--- src/rtl/data_mem_arbiter.sv ---
// Round-robin arbiter that shares one single-port, synchronous-read data RAM
// between the CPU datapath and a debug/host port. Each access takes 3 cycles.
module data_mem_arbiter #(
  parameter int unsigned ADDR_BITS  = 11,
  parameter int unsigned DATA_WIDTH = 16
) (
  input  logic                  clk_i,
  input  logic                  reset_ni,
  input  logic                  cpu_req_i,
  input  logic                  cpu_wr_i,
  input  logic [ADDR_BITS-1:0]  cpu_addr_i,
  input  logic [DATA_WIDTH-1:0] cpu_wdata_i,
  output logic                  cpu_ack_o,
  output logic [DATA_WIDTH-1:0] cpu_rdata_c_o,
  output logic                  cpu_stall_c_o,
  input  logic                  dbg_req_i,
  input  logic                  dbg_wr_i,
  input  logic [ADDR_BITS-1:0]  dbg_addr_i,
  input  logic [DATA_WIDTH-1:0] dbg_wdata_i,
  output logic                  dbg_ack_o,
  output logic [DATA_WIDTH-1:0] dbg_rdata_c_o,
  output logic                  ram_wr_o,
  output logic [ADDR_BITS-1:0]  ram_addr_o,
  output logic [DATA_WIDTH-1:0] ram_wdata_o,
  input  logic [DATA_WIDTH-1:0] ram_rdata_i,
  output logic                  busy_o
);

  typedef enum logic [1:0] {
    ST_IDLE   = 2'd0,
    ST_ACCESS = 2'd1,
    ST_RESP   = 2'd2
  } state_e;

  typedef struct packed {
    logic                  wr;
    logic [ADDR_BITS-1:0]  addr;
    logic [DATA_WIDTH-1:0] wdata;
  } op_t;

  localparam logic SEL_CPU = 1'b0;
  localparam logic SEL_DBG = 1'b1;

  state_e state_q, state_d;
  op_t    op_q, op_d;
  logic   ram_wr_q, ram_wr_d;
  logic   owner_q, owner_d;
  logic   last_q, last_d;
  logic   cpu_ack_q, cpu_ack_d;
  logic   dbg_ack_q, dbg_ack_d;
  logic   busy_q, busy_d;
  logic   grant_dbg;

  // Debug wins when it is the only requester, or on a tie after a CPU grant.
  assign grant_dbg = dbg_req_i && (!cpu_req_i || (last_q == SEL_CPU));

  always_ff @(posedge clk_i) begin
    if (!reset_ni) begin
      state_q   <= ST_IDLE;
      op_q      <= '0;
      ram_wr_q  <= 1'b0;
      owner_q   <= SEL_CPU;
      last_q    <= SEL_DBG;
      cpu_ack_q <= 1'b0;
      dbg_ack_q <= 1'b0;
      busy_q    <= 1'b0;
    end else begin
      state_q   <= state_d;
      op_q      <= op_d;
      ram_wr_q  <= ram_wr_d;
      owner_q   <= owner_d;
      last_q    <= last_d;
      cpu_ack_q <= cpu_ack_d;
      dbg_ack_q <= dbg_ack_d;
      busy_q    <= busy_d;
    end
  end

  always_comb begin
    state_d   = state_q;
    op_d      = op_q;
    ram_wr_d  = 1'b0;
    owner_d   = owner_q;
    last_d    = last_q;
    cpu_ack_d = 1'b0;
    dbg_ack_d = 1'b0;
    unique case (state_q)
      ST_IDLE: begin
        if (cpu_req_i || dbg_req_i) begin
          owner_d  = grant_dbg;
          last_d   = grant_dbg;
          op_d     = grant_dbg ? op_t'{dbg_wr_i, dbg_addr_i, dbg_wdata_i}
                               : op_t'{cpu_wr_i, cpu_addr_i, cpu_wdata_i};
          ram_wr_d = grant_dbg ? dbg_wr_i : cpu_wr_i;
          state_d  = ST_ACCESS;
        end
      end
      ST_ACCESS: begin
        cpu_ack_d = (owner_q == SEL_CPU);
        dbg_ack_d = (owner_q == SEL_DBG);
        state_d   = ST_RESP;
      end
      ST_RESP: begin
        state_d = ST_IDLE;
      end
      default: begin
        state_d = ST_IDLE;
      end
    endcase
    busy_d = (state_d != ST_IDLE);
  end

  assign cpu_ack_o   = cpu_ack_q;
  assign dbg_ack_o   = dbg_ack_q;
  assign ram_wr_o    = ram_wr_q;
  assign ram_addr_o  = op_q.addr;
  assign ram_wdata_o = op_q.wdata;
  assign busy_o      = busy_q;

  // RAM read data only arrives in the ack cycle, so it is gated rather than re-registered.
  assign cpu_rdata_c_o = (cpu_ack_q && !op_q.wr) ? ram_rdata_i : '0;
  assign dbg_rdata_c_o = (dbg_ack_q && !op_q.wr) ? ram_rdata_i : '0;
  assign cpu_stall_c_o = cpu_req_i && !cpu_ack_q;

endmodule
--- config.mk ---
export PLATFORM = sky130hd
export DESIGN_NAME = data_mem_arbiter
export DESIGN_NICKNAME = d
export VERILOG_FILES = /design/src/rtl/data_mem_arbiter.sv
export SDC_FILE = /design/constraint.sdc
export NUM_CORES = 1
export LEC_CHECK = 0
export BUFFER_PORTS_ARGS = -buffer_cell sky130_fd_sc_hd__buf_4
export CAP_MARGIN = 15
export CORE_MARGIN = 2
export CORE_UTILIZATION = 42
export CTS_BUF_LIST = sky130_fd_sc_hd__clkbuf_16
export DETAILED_ROUTE_END_ITERATION = 6
export PLACE_DENSITY = 0.8
export SKIP_LAST_GASP = 1
export SYNTH_ARGS = -nofsm -noshare
export SYNTH_HDL_FRONTEND = slang
export SYNTH_SLANG_ARGS = --single-unit
--- constraint.sdc ---
create_clock -name clk_i -period 1.55 [get_ports clk_i]
set_clock_uncertainty 0.2 [all_clocks]
set_input_delay 0.31 -clock clk_i [delete_from_list [all_inputs] [get_ports clk_i]]
set_output_delay 0.31 -clock clk_i [all_outputs]
set_load 0.01 [all_outputs]
==> summary.json, run 1 <==
{
  "outcome": {"value": "finished with violations"},
  "violated_checks": {"value": "negative setup slack"},
  "dp_hpwl": {"value": 4.492, "unit": "mm"},
  "grt_antenna_before_repair": {"value": 0},
  "fin_total_pwr": {"value": 2900, "unit": "uW"},
  "setup_ws_post_layout": {"value": -0.1948, "unit": "ns"},
  "startpoint": {"value": "op_q[27]"},
  "crit_path_max_incr_delay": {"value": 0.33, "unit": "ns"},
  "power_density_over_the_cells": {"value": 864.1, "unit": "mW/mm^2"},
  "arrival": {"value": 1.23, "unit": "ns"},
  "worstRegToRegCells": {"value": 4},
  "ys_types": {"value": 23},
  "finalNetCount": {"value": 440},
  "n_antenna_cell": {"value": 0},
  "critical_path.most_common_cell": {"value": "buf_6"},
  "port_buffers": {"value": 139},
  "mostFrequentLayoutCell": {"value": "buf_4"},
  "postSynthCellCount": {"value": 249},
  "ant_nets": {"value": 0},
  "critical_path.slowest_cell": {"value": "dfxtp_2"},
  "setup.worst_path.class": {"value": "reg -> out"},
  "seq_area_frac_synth": {"value": 0.3433},
  "cp_num_cells": {"value": 5},
  "area.sequential": {"value": 721.9, "unit": "sq um"},
  "detail_route.iter0.violations": {"value": 107},
  "min_path_cells": {"value": 2},
  "share_of_final_layout_standard_cells_stronger_than_drive_strength_1": {"value": 0.5577},
  "worstSkewPairLatency": {"value": 0.28, "unit": "ns"},
  "ctsLongestPathBuffers": {"value": 2},
  "drt-wirelength-per-cell": {"value": 14.20, "unit": "um"},
  "area_delta_synth_final": {"value": 59.83, "unit": "%"},
  "area_taken_by_multi_input_logic_gates": {"value": 0.001116, "unit": "sq mm"},
  "nFillCells": {"value": 387},
  "fp.dieArea": {"value": 0.005580, "unit": "sq mm"},
  "cts-root-buf": {"value": "clkbuf_16"},
  "vias_per_cell": {"value": 4.995},
  "htree_num_levels": {"value": 2},
  "crit-reg2reg-launch": {"value": "last_q"},
  "report.final.hold_viol_count": {"value": 0},
  "crit_end": {"value": "cpu_rdata_c_o[15]"},
  "path_cells": {"value": "buf_6 -> nor2b_4 -> buf_6 -> and2_4 -> buf_6"},
  "slew-limit-headroom": {"value": 0.7931},
  "initial_utilization": {"value": 0.4387},
  "worst-slew-pin-transition": {"value": 0.3104, "unit": "ns"},
  "cts_tree": {"value": "yes"},
  "r2r_setup_slack": {"value": 0.13, "unit": "ns"},
  "routed_vias": {"value": 2153},
  "rsz_0062_raised_after_global_routing": {"value": "yes"},
  "finalInstanceArea": {"value": 0.003356, "unit": "sq mm"},
  "hold_path.startpoint": {"value": "reset_ni"},
  "rows": {"value": 25},
  "floorplan.die.height": {"value": 74.70, "unit": "um"},
  "setup_viol_count_final": {"value": 32},
  "overflow": {"value": 0},
  "synth.ff_latch_count": {"value": 36},
  "layout.cells.most_common_list": {"value": "buf_4 (130), nand2_1 (58), dfxtp_1 (35), a21oi_1 (28)"},
  "timing.hold.worst.class": {"value": "in -> reg"},
  "cp.buffers_inverters": {"value": 3},
  "grt_first_pass_wirelength": {"value": 8.935, "unit": "mm"},
  "post_route_drc": {"value": 0},
  "post_synth.cell_area_avg": {"value": 8.432, "unit": "sq um"},
  "worstReg2RegEnd": {"value": "ram_wdata_o[15]"},
  "vdd_ir_drop_max": {"value": 0.7037, "unit": "mV"},
  "finalWirelength": {"value": 6.122, "unit": "mm"},
  "post-route-util": {"value": 0.7012},
  "core_area": {"value": 0.004786, "unit": "sq mm"},
  "end_kind": {"value": "output port"},
  "cellLeakagePower": {"value": 0.001598, "unit": "uW"},
  "cts_sinks": {"value": 36},
  "worst_path_dominant_cell_family": {"value": "buffers and inverters"},
  "gp_routability_congestion": {"value": 0.7688},
  "maximum_number_of_pins_on_one_net_before_global_route_repair": {"value": 30},
  "yosysWarningCount": {"value": 0},
  "track_usage": {"value": 0.2079},
  "first_global_vias": {"value": 1966},
  "type_of_origin_of_the_critical_path": {"value": "register"},
  "synth.net_count": {"value": 325},
  "timing_max_transition_violations_final": {"value": 0},
  "final_min_period_over_clock_period": {"value": 1.126},
  "fmaxAchievable": {"value": 573.1, "unit": "MHz"},
  "dieWidth": {"value": 74.70, "unit": "um"},
  "tns": {"value": -5.053, "unit": "ns"},
  "post-route-min-period": {"value": 1.745, "unit": "ns"},
  "clk_pin_slew_worst_paths": {"value": 0.05, "unit": "ns"},
  "drv_cap": {"value": 0},
  "placement.cell_area": {"value": 0.003074, "unit": "sq mm"},
  "synth_area": {"value": 0.002100, "unit": "sq mm"},
  "worst_ep_required_time": {"value": 1.04, "unit": "ns"},
  "pre_cts_ws": {"value": -0.2095, "unit": "ns"},
  "crit_path_max_fanout": {"value": 8},
  "cts-buffers-inserted": {"value": 5},
  "ioPinCount": {"value": 140},
  "drt_pre_antenna_iters": {"value": 4},
  "post_cts_hold_buffer_count": {"value": 0}
}
==> synthesized netlist by cell type <==
master,count,area share
or2_2,1,0.0030
buf_2,6,0.014
nand2_1,58,0.10
nor2b_1,3,0.0089
a21bo_2,1,0.0048
clkbuf_1,7,0.013
nand3_1,1,0.0024
or2_1,1,0.0030
buf_4,30,0.11
a21oi_1,28,0.067
or3b_2,1,0.0042
a22oi_1,1,0.0036
nor2_1,4,0.0071
buf_6,3,0.016
o211ai_1,1,0.0036
a311oi_1,8,0.033
a211oi_2,1,0.0060
mux2i_1,1,0.0048
and2_1,34,0.10
inv_1,3,0.0054
a21boi_4,1,0.0089
a311oi_2,19,0.14
dfxtp_1,36,0.34
==> cell families (layout without fill, tap and decap cells) <==
group,after synthesis,count (layout),synth area share
compound gates,60,60,0.2628
buf+inv,49,164,0.1555
flops,36,36,0.3433
mux,1,1,0.004768
simple gates,103,103,0.2336
==> worst min path at each step <==
stage,to,slack (ns)
floorplan,last_q,0.20
global placement,cpu_ack_o,0.22
detailed placement,cpu_ack_o,0.23
CTS,last_q,0.07
global route,last_q,0.07
finish,last_q,0.07
==> final cells by class <==
type	count	area share
inverters	3	0.003356
clock inverters	2	0.002237
clock buffers	5	0.03729
well taps	67	0.02498
multi-input cells	164	0.3326
flip-flops and latches	36	0.2151
repair buffers	154	0.3844
==> metrics by stage <==
step	std cells	hold WS, ns
after floorplan	249	0.1989
after global placement	422	0.2195
after detailed placement	422	0.2271
after CTS	431	0.06688
after global routing	431	0.06701
final	431	0.06682
==> metal layers <==
metal,vias to the layer above,global-route usage,routed length (um),part of all wire
li1,1051,-,-,-
met3,6,0.05489,525,0.086
met5,-,0,0,0
met1,987,0.2303,2246,0.37
met4,0,0.04762,41,0.0067
met2,109,0.3953,3308,0.54
==> flip-flops by register name, indices dropped and copies added, names as in the netlist <==
register     cells
state_q          2
owner_q          1
ram_addr_o      11
dbg_ack_o        1
ram_wdata_o     16
op_q             1
cpu_ack_o        1
last_q           1
ram_wr_o         1
busy_o           1
==> repair_timing <==
action | in CTS | in global routing
pin swaps | 16 | 0
endpoints found under the setup margin | 32 | 33
hold endpoints to repair | 0 | 0
resized for setup | 42 | 1
cloned | 1 | 0
setup buffers | 1 | 0
==> power by group <==
part           internal, uW  switching, uW  total (uW)
sequential             1030           61.0        1090
combinational           482            399         881
clock                   574            354         928
total                  2090            814        2900
Note: power is estimated with default switching activity, not from simulation.
==> inputs of run 2 (changes only) <==
--- a/config.mk
+++ b/config.mk
@@ -12,6 +12,7 @@
 export CTS_BUF_LIST = sky130_fd_sc_hd__clkbuf_16
 export DETAILED_ROUTE_END_ITERATION = 6
 export PLACE_DENSITY = 0.8
+export RECOVER_POWER = 25
 export SKIP_LAST_GASP = 1
 export SYNTH_ARGS = -nofsm -noshare
 export SYNTH_HDL_FRONTEND = slang
==> run 2 against run 1 <==
  * Critical path depth unchanged
  * The run still ends with negative setup slack left
  * Die area is the same
  * Global-route usage unchanged
  * Cell count did not move
  * Worst hold slack improved by 0.0024 ns
  * Critical endpoint unchanged
  * Power is 1.1% lower
  * Non-clock buffer count unchanged
==> summary.json, run 2 (synthesis gave the netlist of run 1 again) <==
{
  "outcome": {"value": "finished with violations"},
  "violated_checks": {"value": "negative setup slack"},
  "power.share.switching": {"value": 0.2825, "change": "+0.001759"},
  "ant_nets": {"value": 0, "change": "unchanged"},
  "cp.buffers_inverters": {"value": 3, "change": "unchanged"},
  "post_route_drc": {"value": 0, "change": "unchanged"},
  "cp_num_cells": {"value": 5, "change": "unchanged"},
  "floorplan.die.height": {"value": 74.70, "unit": "um", "change": "unchanged"},
  "n_antenna_cell": {"value": 0, "change": "unchanged"},
  "first_global_vias": {"value": 1966, "change": "unchanged"},
  "gp_routability_congestion": {"value": 0.7688, "change": "unchanged"},
  "crit_end": {"value": "cpu_rdata_c_o[15]"},
  "initial_utilization": {"value": 0.4387, "change": "unchanged"},
  "layout.cells.most_common_list": {"value": "buf_4 (117), nand2_1 (58), dfxtp_1 (35), a21oi_1 (28)"},
  "cellInternalPower": {"value": 2058, "unit": "uW", "change": "-1.3%"},
  "finalNetCount": {"value": 440, "change": "unchanged"},
  "critical_path.slowest_cell": {"value": "dfxtp_2"},
  "mostFrequentLayoutCell": {"value": "buf_4"},
  "end_kind": {"value": "output port"},
  "slew-limit-headroom": {"value": 0.7898, "change": "-0.003336"},
  "finalWirelength": {"value": 6.139, "unit": "mm", "change": "+0.28%"},
  "worstSkewPairLatency": {"value": 0.27, "unit": "ns", "change": "about the same"},
  "core_area": {"value": 0.004786, "unit": "sq mm", "change": "unchanged"},
  "setup_viol_count_final": {"value": 32, "change": "unchanged"},
  "worst-slew-pin-transition": {"value": 0.3154, "unit": "ns", "change": "+0.005004 ns"},
  "ioPinCount": {"value": 140, "change": "unchanged"},
  "tns": {"value": -4.885, "unit": "ns", "change": "+0.1672 ns"},
  "crit-reg2reg-launch": {"value": "state_q[1]"},
  "grt_first_pass_wirelength": {"value": 8.935, "unit": "mm", "change": "unchanged"},
  "port_buffers": {"value": 139, "change": "unchanged"},
  "fp.dieArea": {"value": 0.005580, "unit": "sq mm", "change": "unchanged"},
  "htree_num_levels": {"value": 2, "change": "unchanged"},
  "worst_path_dominant_cell_family": {"value": "buffers and inverters"},
  "setup.worst_path.class": {"value": "reg -> out"},
  "rsz_0062_raised_after_global_routing": {"value": "yes"},
  "largest_register_ffs": {"value": 16, "change": "unchanged"},
  "rows": {"value": 25, "change": "unchanged"},
  "post_cts_hold_buffer_count": {"value": 0, "change": "unchanged"},
  "area_delta_synth_final": {"value": 57.45, "unit": "%"},
  "worst_ep_required_time": {"value": 1.04, "unit": "ns", "change": "about the same"},
  "sequential_share_of_power": {"value": 0.380, "change": "+0.004"},
  "vdd_ir_drop_max": {"value": 0.7036, "unit": "mV", "change": "about the same"},
  "drv_cap": {"value": 0, "change": "unchanged"},
  "share_of_final_layout_standard_cells_stronger_than_drive_strength_1": {"value": 0.5220, "change": "-0.03571"},
  "detail_route.iter0.violations": {"value": 116, "change": "+8.4%"},
  "path_cells": {"value": "buf_6 -> nor2b_4 -> buf_6 -> and2_4 -> buf_6"},
  "overflow": {"value": 0, "change": "unchanged"},
  "nFillCells": {"value": 403, "change": "+4.1%"},
  "dieWidth": {"value": 74.70, "unit": "um", "change": "unchanged"},
  "worstReg2RegEnd": {"value": "ram_wdata_o[0]"},
  "drt-wirelength-per-cell": {"value": 14.24, "unit": "um", "change": "+0.28%"},
  "cellLeakagePower": {"value": 0.001549, "unit": "uW", "change": "-3.1%"},
  "final_min_period_over_clock_period": {"value": 1.124, "change": "-0.002082"},
  "startpoint": {"value": "op_q[27]"},
  "track_usage": {"value": 0.2079, "change": "unchanged"},
  "power_frac_comb": {"value": 0.298, "change": "-0.006"},
  "timing_max_transition_violations_final": {"value": 0, "change": "unchanged"},
  "vias_per_cell": {"value": 5.000, "change": "about the same"},
  "grt_antenna_before_repair": {"value": 0, "change": "unchanged"},
  "crit_path_max_fanout": {"value": 8, "change": "unchanged"},
  "cts_tree": {"value": "yes"},
  "dp_hpwl": {"value": 4.492, "unit": "mm", "change": "unchanged"},
  "worstRegToRegCells": {"value": 4, "change": "unchanged"},
  "arrival": {"value": 1.23, "unit": "ns", "change": "about the same"},
  "net-switching-power": {"value": 810.0, "unit": "uW", "change": "-0.49%"},
  "report.final.hold_viol_count": {"value": 0, "change": "unchanged"},
  "setup_ws_post_layout": {"value": -0.1916, "unit": "ns", "change": "+0.003227 ns"},
  "post-route-min-period": {"value": 1.742, "unit": "ns", "change": "-0.003227 ns"},
  "timing.hold.worst.class": {"value": "in -> reg"},
  "type_of_origin_of_the_critical_path": {"value": "register"},
  "maximum_number_of_pins_on_one_net_before_global_route_repair": {"value": 30, "change": "unchanged"},
  "drt_pre_antenna_iters": {"value": 4, "change": "unchanged"},
  "worst_hold_slack": {"value": 0.06923, "unit": "ns", "change": "+0.002409 ns"},
  "clk_pin_slew_worst_paths": {"value": 0.05, "unit": "ns", "change": "about the same"},
  "clockPowerShare": {"value": 0.322, "change": "+0.002"},
  "cts_sinks": {"value": 36, "change": "unchanged"},
  "cts-buffers-inserted": {"value": 5, "change": "unchanged"},
  "critical_path.most_common_cell": {"value": "buf_6"},
  "fmaxAchievable": {"value": 574.2, "unit": "MHz", "change": "+0.19%"},
  "crit_path_max_incr_delay": {"value": 0.33, "unit": "ns", "change": "about the same"},
  "power_density_over_the_cells": {"value": 867.5, "unit": "mW/mm^2", "change": "+0.39%"},
  "ctsLongestPathBuffers": {"value": 2, "change": "unchanged"},
  "cts-root-buf": {"value": "clkbuf_16"},
  "r2r_setup_slack": {"value": 0.06, "unit": "ns", "change": "-0.07 ns"},
  "routed_vias": {"value": 2155, "change": "+0.093%"}
}
==> run 2: cell types whose count changed in the layout (fill, tap and decap cells not counted), sizes merged <==
cell	previous run	this run
clkbuf	5	18
buf	154	141
==> run 2: final cells by class <==
type	count	area (sq um)	share of cell area
Timing Repair Buffer	154	1242	0.3759
Clock buffer	5	125.1	0.03785
Multi-Input combinational cell	164	1114	0.3369
Clock inverter	2	7.507	0.002271
Inverter	3	11.26	0.003407
Sequential cell	36	721.9	0.2184
Tap cell	67	83.83	0.02536
==> run 2: metrics by stage <==
stage	utilization	setup WS, ns	total power (uW)	area [sq um]	cells
global route	0.6907	-0.2404	3016	3306	431
global placement	0.6424	-0.1894	1934	3074	422
detailed placement	0.6424	-0.2095	1947	3074	422
CTS	0.6999	-0.1974	2909	3349	431
floorplan	-	0.0007203	1625	2100	249
finish	0.6907	-0.1916	2868	3306	431
==> run 2: power groups by stage <==
| stage | logic, uW | clock network [uW] | registers, uW |
|---|---|---|---|
| final | 854 | 925 | 1090 |
| after global routing | 922 | 994 | 1100 |
| after CTS | 883 | 938 | 1090 |
| after detailed placement | 844 | 0 | 1100 |
| after global placement | 832 | 0 | 1100 |
| after floorplan | 532 | 0 | 1090 |
==> run 2: layer usage <==
layer	track usage	up-vias	part of all wire
li1	-	1052	-
met1	0.2303	994	0.37
met2	0.3953	101	0.54
met3	0.05489	8	0.080
met4	0.04762	0	0.0099
met5	0	-	0
==> run 2: what timing repair did <==
| item | 4_1_cts | 5_1_grt |
|---|---|---|
| buffers inserted | 1 | 0 |
| gates cloned | 1 | 0 |
| pin swaps | 16 | 0 |
| setup endpoints to repair | 32 | 33 |
| resized for setup | 42 | 1 |
==> run 2: worst min-delay path by stage <==
stage | from | endpoint | slack, ns | cells past startpoint
finish | reset_ni | last_q | 0.07 | 2
global route | reset_ni | last_q | 0.07 | 2
CTS | reset_ni | last_q | 0.07 | 2
detailed placement | owner_q | cpu_ack_o | 0.23 | 1
global placement | owner_q | cpu_ack_o | 0.22 | 1
floorplan | reset_ni | last_q | 0.20 | 1
